`src/rtl/ppu_requant_pack.sv`:
```
// Requantizes signed partial sums from the PE array to offset-binary uint8 and
// packs four bytes little-endian per output word, with byte-enables on short tails.
module ppu_requant_pack #(
  parameter int DATA_BITS  = 32,
  parameter int SCALE_BITS = 16,
  parameter int SHIFT_BITS = 5
) (
  input  logic                   clk,
  input  logic                   rst,
  input  logic                   cfg_en,
  input  logic [SCALE_BITS-1:0]  cfg_scale,
  input  logic [SHIFT_BITS-1:0]  cfg_shift,
  input  logic [7:0]             cfg_zero_point,
  input  logic                   cfg_relu,
  output logic                   cfg_busy,
  input  logic [DATA_BITS-1:0]   psum_in,
  input  logic                   psum_valid,
  input  logic                   psum_last,
  output logic                   psum_ready,
  output logic [DATA_BITS-1:0]   out_data,
  output logic [DATA_BITS/8-1:0] out_byte_en,
  output logic                   out_valid,
  input  logic                   out_ready
);
  localparam int LANES  = DATA_BITS / 8;
  localparam int CNT_W  = $clog2(LANES);
  localparam int PROD_W = DATA_BITS + SCALE_BITS;
  localparam logic signed [PROD_W-1:0] SAT_MAX = PROD_W'(127);
  localparam logic signed [PROD_W-1:0] SAT_MIN = PROD_W'(-128);

  // Round half up: bias by half an LSB of the result before the arithmetic shift.
  function automatic logic signed [PROD_W-1:0] round_shift(
    input logic signed [PROD_W-1:0] x,
    input logic [SHIFT_BITS-1:0]    sh
  );
    logic signed [PROD_W-1:0] bias;
    if (sh == '0) return x;
    bias = {{(PROD_W-1){1'b0}}, 1'b1} << (sh - 1'b1);
    return (x + bias) >>> sh;
  endfunction

  function automatic logic [7:0] sat_u8(input logic signed [PROD_W-1:0] v);
    logic [7:0] s;
    if (v > SAT_MAX)      s = 8'h7F;
    else if (v < SAT_MIN) s = 8'h80;
    else                  s = v[7:0];
    return s ^ 8'h80;
  endfunction

  function automatic logic [7:0] requant(
    input logic signed [PROD_W-1:0] prod,
    input logic [SHIFT_BITS-1:0]    sh,
    input logic signed [7:0]        zp,
    input logic                     relu
  );
    logic signed [PROD_W-1:0] v;
    v = round_shift(prod, sh) + $signed({{(PROD_W-8){zp[7]}}, zp});
    if (relu && v[PROD_W-1]) v = '0;
    return sat_u8(v);
  endfunction

  logic signed [SCALE_BITS-1:0] scale_r;
  logic [SHIFT_BITS-1:0]        shift_r;
  logic signed [7:0]            zp_r;
  logic                         relu_r;

  logic                         stall;
  logic signed [PROD_W-1:0]     psum_ext, scale_ext, prod_d;

  logic                         vld_p1, last_p1;
  logic signed [PROD_W-1:0]     prod_p1;
  logic                         vld_p2, last_p2;
  logic [7:0]                   byte_p2;

  logic [CNT_W-1:0]             cnt;
  logic [DATA_BITS-1:0]         pack_buf, pack_nxt;
  logic [LANES-1:0]             be_nxt;
  logic                         word_done;

  assign stall      = out_valid & ~out_ready;
  assign psum_ready = ~stall;
  assign cfg_busy   = vld_p1 | vld_p2 | (cnt != '0) | out_valid;

  assign psum_ext  = {{SCALE_BITS{psum_in[DATA_BITS-1]}}, psum_in};
  assign scale_ext = {{DATA_BITS{scale_r[SCALE_BITS-1]}}, scale_r};
  assign prod_d    = psum_ext * scale_ext;

  always_ff @(posedge clk or negedge rst) begin
    if (!rst) begin
      scale_r <= '0;
      shift_r <= '0;
      zp_r    <= '0;
      relu_r  <= 1'b0;
    end else if (cfg_en && !cfg_busy) begin
      scale_r <= cfg_scale;
      shift_r <= cfg_shift;
      zp_r    <= cfg_zero_point;
      relu_r  <= cfg_relu;
    end
  end

  // Stage p1: multiply by scale
  always_ff @(posedge clk or negedge rst) begin
    if (!rst) begin
      vld_p1  <= 1'b0;
      last_p1 <= 1'b0;
      prod_p1 <= '0;
    end else if (!stall) begin
      vld_p1  <= psum_valid;
      last_p1 <= psum_last;
      prod_p1 <= prod_d;
    end
  end

  // Stage p2: round, shift, zero point, relu, saturate, offset-binary
  always_ff @(posedge clk or negedge rst) begin
    if (!rst) begin
      vld_p2  <= 1'b0;
      last_p2 <= 1'b0;
      byte_p2 <= '0;
    end else if (!stall) begin
      vld_p2  <= vld_p1;
      last_p2 <= last_p1;
      byte_p2 <= requant(prod_p1, shift_r, zp_r, relu_r);
    end
  end

  always_comb begin
    pack_nxt = pack_buf;
    pack_nxt[{cnt, 3'b000} +: 8] = byte_p2;
    be_nxt = '0;
    for (int i = 0; i < LANES; i++) be_nxt[i] = (i <= int'(cnt));
    word_done = last_p2 || (cnt == CNT_W'(LANES - 1));
  end

  // Packer: when not stalled, out_valid is either clear or being accepted,
  // so its next value is simply whether a word completes this edge.
  always_ff @(posedge clk or negedge rst) begin
    if (!rst) begin
      cnt         <= '0;
      pack_buf    <= '0;
      out_data    <= '0;
      out_byte_en <= '0;
      out_valid   <= 1'b0;
    end else if (!stall) begin
      out_valid <= vld_p2 & word_done;
      if (vld_p2) begin
        if (word_done) begin
          out_data    <= pack_nxt;
          out_byte_en <= be_nxt;
          pack_buf    <= '0;
          cnt         <= '0;
        end else begin
          pack_buf <= pack_nxt;
          cnt      <= cnt + 1'b1;
        end
      end
    end
  end

endmodule

```
`config.mk`:
```
export PLATFORM = sky130hd
export DESIGN_NAME = ppu_requant_pack
export DESIGN_NICKNAME = d
export VERILOG_FILES = /design/src/rtl/ppu_requant_pack.sv
export SDC_FILE = /design/constraint.sdc
export NUM_CORES = 2
export LEC_CHECK = 0
export CAP_MARGIN = 25
export CORE_ASPECT_RATIO = 0.9
export CORE_MARGIN = 2
export CORE_UTILIZATION = 30
export CTS_BUF_LIST = sky130_fd_sc_hd__clkbuf_8
export DETAILED_ROUTE_END_ITERATION = 10
export GPL_TIMING_DRIVEN = 0
export PLACE_DENSITY = 0.45
export SLEW_MARGIN = 20
export SYNTH_ARGS = -nofsm -noshare
export SYNTH_HDL_FRONTEND = slang
export SYNTH_SLANG_ARGS = --single-unit
export TNS_END_PERCENT = 1
```
`constraint.sdc`:
```
create_clock -name clk -period 11.5 [get_ports clk]
set_input_delay 1.15 -clock clk [delete_from_list [all_inputs] [get_ports clk]]
set_output_delay 1.15 -clock clk [all_outputs]
set_load 0.02 [all_outputs]
```
==> flow_summary.ini <==
[clocking]
path_clk_slew_ns = 0.15
cts_sinks = 161
ctsHoldBuffers = 0
cts_tree = done
cts_root_buf = clkbuf_8
cts_inserted_buffers = 17
clk_latency_ns = 0.63
clock_path_buffers = 2
cts-htree-levels = 4

[timing]
hold_viol = 0
drv_slew = 0
holdWs_ns = 0.397
clock_skew_ns = 0.0465
fmax_ghz = 0.0893
slew_headroom = 0.310
tightest_slew_ns = 1.04
fin_crit_ns = 11.20
setup_viol = 0
rsz0062_at_grt = false
min_period_over_period = 0.974

[setup_path]
critical_path.max_stage_delay_ns = 0.55
path_common_cell = clkbuf_1
cp_max_fo = 10
arrival_ns = 11.72
crit_required_ns = 12.02
path_class = reg2reg
critical_path.top_delay_family = simple AND/OR/NAND/NOR gates
cpMaxStageDelayCell = a31oi_1
startpoint_type = register
cp.buffers_inverters = 6
end_kind = register

[floorplanning]
rows = 116
die_w_um = 356
start_util = 0.302
core_um2 = 111000
die_area_um2 = 114000
pin_count = 107
fp.dieH_um = 321

[synth]
netlist.area_leader.share = 0.291
syn-cell-area_um2 = 33500
syn-instance-count = 3997
synth_top_area_cell = fa_1
synth_seq_cells = 161
synth_warnings = 0
ys_types = 88
async_flop_share = 1.00
synthFlopType = dfrtp_1
ys_seq_area_frac = 0.120
syn-num-nets = 4754
syn_avg_cell_area_um2 = 8.39
synth_edf_count = 0
synthTopCellsByArea = fa_1, dfrtp_1, ha_1, nand2_1, inv_1

[route]
drt_first_iter_violations = 2266
drtAntennaViolNets = 0
drcViolationCount = 0
vias_per_cell = 5.28
wl_per_cell_um = 23.3
route.vias.total = 29700
drtPass1Iterations = 6
wirelength_um = 131000

[grt]
overflow = 0
first_global_vias = 30100
track_usage = 0.231
antenna_found_initial = 5
grt_pass1_wl_um = 197000
grt_start_max_net_pins = 69

[finish]
stdcell_area_um2 = 37100
area_delta_synth_final_pct = 10.7
drive_above_1_share = 0.0441
finalNetCount = 4889

[hold_path]
hp-class = in2async

[run_status]
status = completed

[placement]
place_area_um2 = 36600
io_buffers = 106
finalWeightedCongestion = 0.947
hpwlAfterDp_um = 108000

[run]
max_cap_violations = 0
flip-flops by register name, indices dropped and copies added, names as in the netlist:
signal,cells
byte_p2,8
cnt,2
last_p1,1
last_p2,1
out_byte_en,4
out_data,32
out_valid,1
pack_buf,32
prod_p1,48
relu_r,1
scale_r,16
shift_r,5
vld_p1,1
vld_p2,1
zp_r,8
layout by cell type (no fill, tap or decap), drive strengths merged, types with 105 or more instances in the layout:
master | Yosys | routed
nor2 | 212 | 212
clkdlybuf4s50 | 0 | 105
dfrtp | 161 | 161
nand2 | 558 | 558
fa | 488 | 488
clkbuf | 193 | 213
and2 | 200 | 200
ha | 201 | 201
a21oi | 219 | 219
inv | 544 | 552
o21ai | 180 | 180
logic make-up after synthesis:
| family | after synthesis | synth area share |
|---|---|---|
| muxes | 113 | 0.0424 |
| and+or+nand+nor | 1312 | 0.186 |
| DFF | 161 | 0.120 |
| buffers and inverters | 769 | 0.0865 |
| AOI/OAI and AO/OA | 832 | 0.166 |
| xor gates and xnor gates | 121 | 0.0318 |
| adders and majority gates | 689 | 0.367 |
routing by layer:
| layer | track usage | share of wire | wire, µm | up-vias |
|---|---|---|---|---|
| li1 | - | - | - | 13500 |
| met3 | 0.0281 | 0.062 | 8100 | 163 |
| met1 | 0.329 | 0.46 | 60600 | 15000 |
| met2 | 0.369 | 0.45 | 59400 | 1052 |
| met5 | 0 | 0 | 0 | - |
| met4 | 0.0604 | 0.024 | 3200 | 0 |
path summary, 6_finish.rpt:
path                                      from              to  slack (ns)  cells after the start
worst min register to register  out_byte_en[0]  out_byte_en[0]        0.48                      1
worst max-delay path                shift_r[2]      byte_p2[2]        0.30                     35
min in group clk                out_byte_en[0]  out_byte_en[0]        0.48                      1
worst max register to register      shift_r[2]      byte_p2[2]        0.30                     35
worst min-delay path                       rst      shift_r[3]        0.40                      1
max in group asynchronous                  rst    pack_buf[13]       10.03                      3
worst register-to-register path, delay by kind of cell, from the launching register on:
family                     cells  cell delay [ns]
DFF                            1             0.42
and+or+nand+nor               14             4.02
muxes                          2             0.79
AOI/OAI and AO/OA              9             2.55
buffers and inverters          6             2.20
xor gates and xnor gates       2             0.53
adders and majority gates      2             0.59
metrics by stage:
| stage | TNS [ns] | std cells | worst slack (ns) | utilization |
|---|---|---|---|---|
| 2_1_floorplan | 0 | 3997 | 3.22 | - |
| 3_3_place_gp | -3.11 | 5578 | -0.471 | 0.328 |
| 3_5_place_dp | -2.84 | 5585 | -0.417 | 0.329 |
| 4_1_cts | 0 | 5620 | 0.0156 | 0.334 |
| 5_1_grt | 0 | 5623 | 0.0195 | 0.334 |
| 6_report | 0 | 5625 | 0.303 | 0.334 |
repair_timing:
action,4_1_cts,5_1_grt
resized for setup,4,25
setup endpoints to repair,7,8
buffers inserted,3,0
pin swaps,1,0
area by class of cell:
class	count	area, µm²
Antenna cell	5	12.5
Buffer	221	862
Clock buffer	17	234
Clock inverter	15	199
Fill cell	12000	73900
Inverter	547	2050
Multi-Input combinational cell	3067	26600
Sequential cell	161	4030
Tap cell	1475	1850
Timing Repair Buffer	117	1210
cell usage after synthesis (all sizes together), types with 12 or more instances:
cell type,instances
a211o,17
a211oi,47
a21o,68
a21oi,219
a221oi,12
a22o,37
a31oi,23
and2,200
and3,19
buf,29
clkbuf,193
dfrtp,161
fa,488
ha,201
inv,544
mux2,52
mux2i,43
mux4,18
nand2,558
nand2b,49
nand3,42
nand4,34
nor2,212
nor2b,55
nor3,63
nor4,14
o211ai,32
o21a,30
o21ai,180
o21bai,15
o22ai,19
or3,18
xnor2,69
xor2,52
Power is not shown: default switching activity piles up to over one toggle a cycle in this logic, so the estimate is an artifact.
